$ cat src/rtl/mul_issue_sched_if.sv
// Issue-side bus between decode/issue and the multiply scheduler.
interface mul_issue_sched_if #(
  parameter int unsigned MUL_STAGES = 5,
  parameter int unsigned REG_ADDR   = 5
);
  localparam int unsigned CW = $clog2(MUL_STAGES + 1);

  logic                issue_valid;
  logic                issue_is_mul;
  logic                issue_regwrite;
  logic [REG_ADDR-1:0] issue_dst;
  logic [REG_ADDR-1:0] issue_rs;
  logic                issue_rs_used;
  logic [REG_ADDR-1:0] issue_rt;
  logic                issue_rt_used;
  logic                issue_stall;
  logic                mul_we;
  logic [CW-1:0]       inflight;
  logic                busy;
  logic                wb_valid;
  logic [REG_ADDR-1:0] wb_dst;

  modport master (
    output issue_valid, issue_is_mul, issue_regwrite, issue_dst,
           issue_rs, issue_rs_used, issue_rt, issue_rt_used,
    input  issue_stall, mul_we, inflight, busy, wb_valid, wb_dst
  );

  modport slave (
    input  issue_valid, issue_is_mul, issue_regwrite, issue_dst,
           issue_rs, issue_rs_used, issue_rt, issue_rt_used,
    output issue_stall, mul_we, inflight, busy, wb_valid, wb_dst
  );
endinterface

$ cat src/rtl/mul_issue_sched.sv
// Multiply issue scheduler: shadow scoreboard of in-flight multiply destinations,
// RAW/WAW/writeback-collision stall generation and multiplier write-enable.
module mul_issue_sched #(
  parameter int unsigned MUL_STAGES = 5,
  parameter int unsigned ALU_LAT    = 2,
  parameter int unsigned REG_ADDR   = 5
) (
  input logic              clk,
  input logic              reset,
  mul_issue_sched_if.slave bus
);
  localparam int unsigned CW      = $clog2(MUL_STAGES + 1);
  localparam int unsigned COL_IDX = MUL_STAGES - ALU_LAT;

  logic [MUL_STAGES:1] valid_q, valid_d;
  logic [MUL_STAGES:1] rw_q, rw_d;
  logic [REG_ADDR-1:0] dst_q [1:MUL_STAGES];
  logic [REG_ADDR-1:0] dst_d [1:MUL_STAGES];
  logic [CW-1:0]       inflight_q, inflight_d;
  logic                busy_q, busy_d;
  logic                wb_valid_q, wb_valid_d;
  logic [REG_ADDR-1:0] wb_dst_q, wb_dst_d;

  logic raw, waw, col, stall, accept_mul;

  // Slot MUL_STAGES participates: there is no bypass to a same-cycle reader.
  function automatic logic match(input logic [REG_ADDR-1:0] r);
    logic m;
    m = 1'b0;
    for (int unsigned k = 1; k <= MUL_STAGES; k++)
      if (valid_q[k] && rw_q[k] && dst_q[k] == r) m = 1'b1;
    return m && (r != '0);
  endfunction

  always_comb begin
    raw = (bus.issue_rs_used && match(bus.issue_rs)) ||
          (bus.issue_rt_used && match(bus.issue_rt));
    waw = !bus.issue_is_mul && bus.issue_regwrite && match(bus.issue_dst);
    col = !bus.issue_is_mul && bus.issue_regwrite &&
          valid_q[COL_IDX] && rw_q[COL_IDX];
    stall      = bus.issue_valid && (raw || waw || col);
    accept_mul = bus.issue_valid && bus.issue_is_mul && !stall && !reset;
  end

  // The scoreboard shifts every cycle; stalls only insert bubbles at slot 1.
  always_comb begin
    valid_d = '0;
    rw_d    = '0;
    for (int unsigned k = 1; k <= MUL_STAGES; k++) dst_d[k] = '0;
    if (!reset) begin
      valid_d[1] = accept_mul;
      rw_d[1]    = accept_mul && bus.issue_regwrite;
      dst_d[1]   = accept_mul ? bus.issue_dst : '0;
      for (int unsigned k = 2; k <= MUL_STAGES; k++) begin
        valid_d[k] = valid_q[k-1];
        rw_d[k]    = rw_q[k-1];
        dst_d[k]   = dst_q[k-1];
      end
    end
    inflight_d = '0;
    for (int unsigned k = 1; k <= MUL_STAGES; k++)
      inflight_d = inflight_d + CW'(valid_d[k]);
    busy_d     = (inflight_d != '0);
    wb_valid_d = valid_d[MUL_STAGES] && rw_d[MUL_STAGES];
    wb_dst_d   = dst_d[MUL_STAGES];
  end

  always_ff @(posedge clk) begin
    valid_q    <= valid_d;
    rw_q       <= rw_d;
    for (int unsigned k = 1; k <= MUL_STAGES; k++) dst_q[k] <= dst_d[k];
    inflight_q <= inflight_d;
    busy_q     <= busy_d;
    wb_valid_q <= wb_valid_d;
    wb_dst_q   <= wb_dst_d;
  end

  assign bus.issue_stall = stall;
  assign bus.mul_we      = accept_mul;
  assign bus.inflight    = inflight_q;
  assign bus.busy        = busy_q;
  assign bus.wb_valid    = wb_valid_q;
  assign bus.wb_dst      = wb_dst_q;
endmodule

$ cat src/flat_wrapper.sv
// flat-port wrapper written by rule: the top's interface ports become plain ports
module mul_issue_sched_flat 
#(
  parameter int unsigned MUL_STAGES = 5,
  parameter int unsigned ALU_LAT    = 2,
  parameter int unsigned REG_ADDR   = 5
)
  (clk, reset, bus_issue_valid, bus_issue_is_mul, bus_issue_regwrite, bus_issue_dst, bus_issue_rs, bus_issue_rs_used, bus_issue_rt, bus_issue_rt_used, bus_issue_stall, bus_mul_we, bus_inflight, bus_busy, bus_wb_valid, bus_wb_dst);
  mul_issue_sched_if #(.MUL_STAGES(MUL_STAGES), .REG_ADDR(REG_ADDR)) bus_i ();
  input logic clk;
  input logic reset;
  input wire logic [$bits(bus_i.issue_valid)-1:0] bus_issue_valid;
  input wire logic [$bits(bus_i.issue_is_mul)-1:0] bus_issue_is_mul;
  input wire logic [$bits(bus_i.issue_regwrite)-1:0] bus_issue_regwrite;
  input wire logic [$bits(bus_i.issue_dst)-1:0] bus_issue_dst;
  input wire logic [$bits(bus_i.issue_rs)-1:0] bus_issue_rs;
  input wire logic [$bits(bus_i.issue_rs_used)-1:0] bus_issue_rs_used;
  input wire logic [$bits(bus_i.issue_rt)-1:0] bus_issue_rt;
  input wire logic [$bits(bus_i.issue_rt_used)-1:0] bus_issue_rt_used;
  output wire logic [$bits(bus_i.issue_stall)-1:0] bus_issue_stall;
  output wire logic [$bits(bus_i.mul_we)-1:0] bus_mul_we;
  output wire logic [$bits(bus_i.inflight)-1:0] bus_inflight;
  output wire logic [$bits(bus_i.busy)-1:0] bus_busy;
  output wire logic [$bits(bus_i.wb_valid)-1:0] bus_wb_valid;
  output wire logic [$bits(bus_i.wb_dst)-1:0] bus_wb_dst;
  assign bus_i.issue_valid = bus_issue_valid;
  assign bus_i.issue_is_mul = bus_issue_is_mul;
  assign bus_i.issue_regwrite = bus_issue_regwrite;
  assign bus_i.issue_dst = bus_issue_dst;
  assign bus_i.issue_rs = bus_issue_rs;
  assign bus_i.issue_rs_used = bus_issue_rs_used;
  assign bus_i.issue_rt = bus_issue_rt;
  assign bus_i.issue_rt_used = bus_issue_rt_used;
  assign bus_issue_stall = bus_i.issue_stall;
  assign bus_mul_we = bus_i.mul_we;
  assign bus_inflight = bus_i.inflight;
  assign bus_busy = bus_i.busy;
  assign bus_wb_valid = bus_i.wb_valid;
  assign bus_wb_dst = bus_i.wb_dst;
  mul_issue_sched #(.MUL_STAGES(MUL_STAGES), .ALU_LAT(ALU_LAT), .REG_ADDR(REG_ADDR)) u_core (.clk(clk), .reset(reset), .bus(bus_i));
endmodule
$ cat config.mk
export PLATFORM = sky130hd
export DESIGN_NAME = mul_issue_sched_flat
export DESIGN_NICKNAME = d
export VERILOG_FILES = /design/src/rtl/mul_issue_sched_if.sv /design/src/rtl/mul_issue_sched.sv /design/src/flat_wrapper.sv
export SDC_FILE = /design/constraint.sdc
export NUM_CORES = 1
export LEC_CHECK = 0
export CAP_MARGIN = 25
export CORE_ASPECT_RATIO = 0.75
export CORE_MARGIN = 2
export CORE_UTILIZATION = 45
export DETAILED_ROUTE_END_ITERATION = 7
export GPL_ROUTABILITY_DRIVEN = 0
export PLACE_DENSITY = 0.69
export RECOVER_POWER = 100
export SKIP_LAST_GASP = 1
export SYNTH_ARGS = -nofsm -noshare
export SYNTH_HDL_FRONTEND = slang
export SYNTH_SLANG_ARGS = --single-unit
$ cat constraint.sdc
create_clock -name clk -period 6 [get_ports clk]
set_input_delay 1.2 -clock clk [delete_from_list [all_inputs] [get_ports clk]]
set_output_delay 1.2 -clock clk [all_outputs]
set_load 0.03 [all_outputs]
==> reports/summary.txt <==
status: complete, no violations
hold path depth: 1
Synth Instances: 233
via/cell ratio: 5.11
Die X: 84.8 um
final setup fails: 0
RSZ-0062 raised after global routing: false
initial antenna violation count: 0
Post-DP HPWL: 3690 um
Worst slew margin: 11.8%
Placeable Area: 4820 um2
Area after DPL: 2450 um2
Yosys top cell area share: 36.3%
vias in the first global route: 1498
chip height: 64.6 um
Max Clock Skew: 4.02 ps
Net Sw Power: 0.130 mW
wire per inst: 15.3 um
Internal: 0.430 mW
Clk pwr share: 37.9%
maximum fanout along the worst path: 8
Yosys reg bits: 40
switch share: 23.2%
largest net degree at the start of global routing: 30
CP Depth: 8
Worst-Skew Late Latency: 290 ps
Seq/Total Area, Yosys: 36.3%
Syn Area/Cell: 9.46 um2
Ports: 34
nets: 275
syn nets: 259
Mapped Area: 2200 um2
TritonCTS clock tree: done
total track usage: 18.8%
share of cells above drive strength 1: 5.60%
Row Count: 22
startpoint types: input port
Crit. End Element: output pin
grt ovf: 0
fin worst setup slack: 785 ps
Clock Sink Count: 40
initial core utilization: 45.8%
Design Area, Final: 2550 um2
CTS resizes: 0
Routed Antenna Nets: 0
worst-margin pin slew: 1320 ps
Comb pwr share: 13.1%
CP max stage cell: dlygate4sd3_1
Post-CTS Setup Repair Bufs: 0
Req. time, crit path: 4800 ps
number of synthesis warnings: 0
Final Max Tran Viols: 0
leak pwr: 0.895 nW
non-filler cells, final: 310
Hold Crit Class: reg -> reg
first-pass GRT wire length: 7710 um
Reg power frac: 49.0%
hold_ws: 472 ps
Post-CTS Hold Buffers: 0
Placed Instances: 302
Initial DRC Count: 159
H-tree Lvls: 2
clk slew on worst S/H paths: 70 ps
diodes inserted: 0
TNS Setup: 0 ps
Critical Path Max Stage Delay: 730 ps
Hold Vio Cnt, Final: 0
family with the most delay on the worst path: buffers and inverters
Critical path buffers and inverters: 2
maximum clock rate: 192 MHz
1st-pass router iterations: 4
Remaining DRCs: 0
Tot Pwr: 0.560 mW
max cap viols: 0
cells along the critical path: clkdlybuf4s50_1, xnor2_1, nand4_1, a2111oi_0, nor4_1, o22ai_1, nor2_1, dlygate4sd3_1
min Tclk post-route: 5210 ps
leading post-synthesis cells by cell area: dfxtp_1 36%, xnor2_1 23%, nor2b_1 7.7%
peak supply drop: 0.154 mV
Synth cell types: 34
Root Driver: clkbuf_8
worst slack, placed: 1010 ps
Util after Layout: 53.0%
CTS Buf Count: 5
largest area contributor in the netlist: dfxtp_1
R2R cell count: 11
CTS Buffer Depth: 2
Vias: 1585
CP arrival: 4010 ps
power per cell area: 219 nW/um2
area grow syn2layout: 15.8%
die area: 5480 um2
crit share post-route: 86.9%
DRT Wirelength: 4750 um
IO Port Bufs: 33
Worst Setup Path Type: in -> out
==> layout by cell type, fill, tap and decap left out, types with 5 or more instances in the layout <==
cell type        synthesis  layout
dlygate4sd3_1            0      12
xnor2_1                 59      59
xor2_1                  10      10
nand4_1                 14      14
nor3_1                   9       9
nor2b_1                 27      27
nand3_1                 10      10
dfxtp_1                 40      40
clkdlybuf4s50_1          0      21
nor2_1                  10      10
clkbuf_8                 0       5
==> cells in the mapped netlist, drive strengths merged <==
master / count
clkdlybuf4s15: 1
dfxtp: 40
or2b: 1
and2: 1
o22ai: 2
inv: 1
clkbuf: 4
or3: 1
o32ai: 1
a21oi: 1
nand2b: 1
nor4: 2
nor3: 9
o21ai: 2
nand3: 10
nand2: 5
ha: 2
a2111oi: 1
nand4: 14
nor2: 10
or4: 3
xnor2: 59
nor2b: 28
o21a: 1
xor2: 10
fa: 2
buf: 20
o2bb2ai: 1
==> kinds of logic (layout without fill, tap and decap cells) <==
logic type	count (synthesis)	after routing	share of synthesized area, %
AND/OR/NAND/NOR	85	85	22.2
buffers and inverters	26	43	7.55
flip-flops	40	40	36.3
XOR/XNOR	69	69	27.4
AO/OA/AOI/OAI	9	9	3.58
adder cells (fa/ha/maj)	4	4	2.95
==> worst paths after layout <==
check | startpoint | end | slack, ps
worst max register to register | u_core.dst_q[0][7]$_SDFF_PP0_ | u_core.bus.busy$_DFF_P_ | 2220
worst min register to register | u_core.rw_q[3]$_SDFF_PP0_ | u_core.rw_q[4]$_SDFF_PP0_ | 470
worst max-delay path | bus_issue_rt[3] | bus_mul_we | 790
worst min-delay path | u_core.rw_q[3]$_SDFF_PP0_ | u_core.rw_q[4]$_SDFF_PP0_ | 470
==> state kept, by name, indices dropped and copies added (netlist names) <==
signal and count:
u_core.bus.wb_valid 1, u_core.valid_q 5, u_core.bus.wb_dst 5, u_core.bus.inflight 3, u_core.rw_q 5, u_core.bus.busy 1
u_core.dst_q 20
==> per-layer routing <==
layer / vias to the layer above / wire length, um / track usage (%) / part of all wire [%]
li1: 784 / - / - / -
met1: 731 / 2410 / 27.8 / 51
met2: 59 / 1880 / 25.8 / 40
met3: 11 / 380 / 5.22 / 8.0
met4: 0 / 70 / 6.35 / 1.5
met5: - / 0 / 0 / 0
==> final cells by class <==
class | count | area, um2
clock buffers | 6 | 72.6
clock inverters | 2 | 35.0
fillers | 427 | 2260
inverters | 1 | 3.75
multi-input cells | 167 | 1230
flip-flops and latches | 40 | 801
well taps | 60 | 75.1
repair buffers | 34 | 334
==> power groups by stage <==
| stage | sequential [mW] | clock, mW | combinational (mW) |
|---|---|---|---|
| after floorplan | 0.283 | 0 | 0.0516 |
| after global placement | 0.281 | 0 | 0.0736 |
| after detailed placement | 0.281 | 0 | 0.0742 |
| after CTS | 0.274 | 0.220 | 0.0746 |
| after global routing | 0.275 | 0.231 | 0.0792 |
| final | 0.274 | 0.212 | 0.0733 |
(Power assumes the default switching activity.)
==> RTL edit, RTL diff (same flow settings) <==
`REG_ADDR` is set to 5 in 3 places; all go to 6.
--- a/src/rtl/mul_issue_sched_if.sv
+++ b/src/rtl/mul_issue_sched_if.sv
@@ -1,7 +1,7 @@
 // Issue-side bus between decode/issue and the multiply scheduler.
 interface mul_issue_sched_if #(
   parameter int unsigned MUL_STAGES = 5,
-  parameter int unsigned REG_ADDR   = 5
+  parameter int unsigned REG_ADDR   = 6
 );
   localparam int unsigned CW = $clog2(MUL_STAGES + 1);
 
--- a/src/rtl/mul_issue_sched.sv
+++ b/src/rtl/mul_issue_sched.sv
@@ -3,7 +3,7 @@
 module mul_issue_sched #(
   parameter int unsigned MUL_STAGES = 5,
   parameter int unsigned ALU_LAT    = 2,
-  parameter int unsigned REG_ADDR   = 5
+  parameter int unsigned REG_ADDR   = 6
 ) (
   input logic              clk,
   input logic              reset,
--- a/src/flat_wrapper.sv
+++ b/src/flat_wrapper.sv
@@ -3,7 +3,7 @@
 #(
   parameter int unsigned MUL_STAGES = 5,
   parameter int unsigned ALU_LAT    = 2,
-  parameter int unsigned REG_ADDR   = 5
+  parameter int unsigned REG_ADDR   = 6
 )
   (clk, reset, bus_issue_valid, bus_issue_is_mul, bus_issue_regwrite, bus_issue_dst, bus_issue_rs, bus_issue_rs_used, bus_issue_rt, bus_issue_rt_used, bus_issue_stall, bus_mul_we, bus_inflight, bus_busy, bus_wb_valid, bus_wb_dst);
   mul_issue_sched_if #(.MUL_STAGES(MUL_STAGES), .REG_ADDR(REG_ADDR)) bus_i ();
Ports: changed (resized bus_issue_dst, bus_issue_rs, bus_issue_rt and bus_wb_dst); port bits go from 34 to 38. The function was not compared with the original's and may differ.
==> RTL edit against the original RTL <==
Sequential cell count grew 5. Worst setup slack lost 0.029 ns. Final area grew 15%. Power grew 11%. Count of clock-buffer cells in the layout is the same. Synthesized area grew 14%. Routed wire length grew 28%. Register-to-register slack gained 0.17 ns. Largest cell class unchanged.
==> RTL edit: results (changes against the original RTL) <==
placed_design:
  io_buffers: 37  # +12%
  dp_slack_ns: 0.818  # -0.193 ns
  dp_cells: 337  # +12%
  dp_hpwl_um: 4590  # +24%
  dpl_cell_area_sq_um: 2830  # +15%
cts:
  cts-buffers-inserted: 5  # unchanged
  post_cts_resized: 0  # unchanged
  clk_latency_ns: 0.30
  h-tree-depth: 2  # unchanged
  cts_setup_buffers: 0  # unchanged
  cts.clk_slew.worst_paths_ns: 0.09  # +0.02 ns
  clockBufferDepth: 2  # unchanged
  cts_root_buf: "clkbuf_8"
hold_path:
  hold_path_end: "u_core.rw_q[4]"
  min_from: "u_core.rw_q[3]"
  hold-path-cell-count: 1  # unchanged
  hp-class: "reg -> reg"
finish:
  finalNonFillerCells: 345  # +11%
  syn_to_final_growth_pct: 16.6
  nets: 298  # +8.4%
  drive_gt1_share_pct: 5.56  # -0.044 points
  largest_reg_flops: 24  # +20%
  num-fill-cells: 493  # +15%
  antennaDiodeCount: 0  # unchanged
  largest_register: "u_core.dst_q"
worst_setup_path:
  slowest_delay_ns: 1.07  # +0.34 ns
  r2r_end: "u_core.bus.busy"
  path_max_fanout: 33  # +25
  cpMaxStageDelayCell: "clkbuf_1"
  critPathTopFamily: "buffers and inverters"
  crit_arrival_ns: 4.04  # +0.03 ns
  r2r_slack_ns: 2.39  # +0.17 ns
  worstReg2RegStart: "u_core.bus.wb_dst[5]"
  ff2ff_path_depth: 11  # unchanged
logic_synthesis:
  synth_warnings: 0  # unchanged
  synth_cell_types: 28  # -18%
  synthTopCellsByCount: "dfxtp_1 (45), xnor2_1 (42), xor2_1 (42)"
  synthCells: 251  # +7.7%
  synthArstFlopShare_pct: 0  # unchanged
  syn-num-nets: 280  # +8.1%
  synthFlopType: "dfxtp_1"
  synth_seq_area_share_pct: 35.7  # -0.57 points
  ys_top_cells_by_area: "dfxtp_1 (36%), xnor2_1 (15%), xor2_1 (15%)"
global_routing:
  grt_max_degree: 34  # +13%
  grt_usage_pct: 21.4  # +2.6 points
  grt_pass1_vias: 1775  # +18%
  antenna_found_initial: 0  # unchanged
  grt_pass1_wl_um: 9930  # +29%
status:
  status: "finished clean"
sta:
  whs_ns: 0.469  # -0.00250 ns
  worst_pin_slew_ns: 1.47  # +0.148 ns
  finClkSkew_ns: 0.00613  # +0.00211 ns
pwr:
  irDropWorstVdd_uv: 104  # -32%
  power.leakage_nw: 1.11  # +24%
route:
  drt_wl_total_um: 6060  # +28%
  drt_pass1_iterations: 4  # unchanged
  drtIter0Drc: 129  # -19%
  via_per_inst: 5.17  # +1.0%
-- RTL edit: cell types whose count changed after synthesis, sizes merged, moves of 7 or more --
cell,unedited run,this run
xnor2,59,42
nor4b,0,7
nand3,10,0
nor4,2,15
nor2,10,1
xor2,10,42
nor3,9,1
-- RTL edit: worst max-delay path by stage --
stage          depth (start not counted)            start  slack (ns)               to
3_3_place_gp                          12  bus_issue_rt[5]        0.92  u_core.bus.busy
6_report                               5            reset        0.76       bus_mul_we
2_1_floorplan                         10  bus_issue_rt[1]        1.05  u_core.bus.busy
4_1_cts                                8  bus_issue_rt[5]        0.86  bus_issue_stall
5_1_grt                                5            reset        0.60       bus_mul_we
3_5_place_dp                          12  bus_issue_rt[5]        0.82  u_core.bus.busy
-- RTL edit: area by class of cell --
cell class | count | area share (%)
clock buffers | 6 | 2.47
clock inverters | 2 | 1.32
multi-input cells | 179 | 49.6
flip-flops and latches | 45 | 30.7
well taps | 75 | 3.19
repair buffers | 38 | 12.7
-- RTL edit: metal layers --
layer	global-route usage [%]	wire, um	share of wire (%)	vias to the layer above
met2	33.9	2540	42	52
met3	5.11	396	6.5	8
li1	-	-	-	861
met4	6.35	65	1.1	0
met1	29.3	3060	51	861
met5	0	0	0	-
-- RTL edit: kinds of logic after synthesis --
logic type	Yosys count	synth area share, %
XOR/XNOR	84	29.2
AND/OR/NAND/NOR	84	21.8
flip-flops	45	35.7
buffers and inverters	27	6.36
AO/OA/AOI/OAI	7	4.27
adder cells (fa/ha/maj)	4	2.58
-- RTL edit: worst register-to-register path, delay by kind of cell (launching register included) --
kind	cells	cell delay, ns
fa+ha+maj	4	1.45
simple gates	5	1.16
xor+xnor	1	0.17
compound gates	1	0.35
flops	1	0.36
-- RTL edit: report_power, final --
part | internal [mW] | leakage, nW | switching (mW) | total (mW)
clock | 0.125 | 0.0554 | 0.104 | 0.229
combinational | 0.0392 | 0.693 | 0.0428 | 0.0820
sequential | 0.303 | 0.364 | 0.00497 | 0.308
total | 0.468 | 1.11 | 0.152 | 0.620
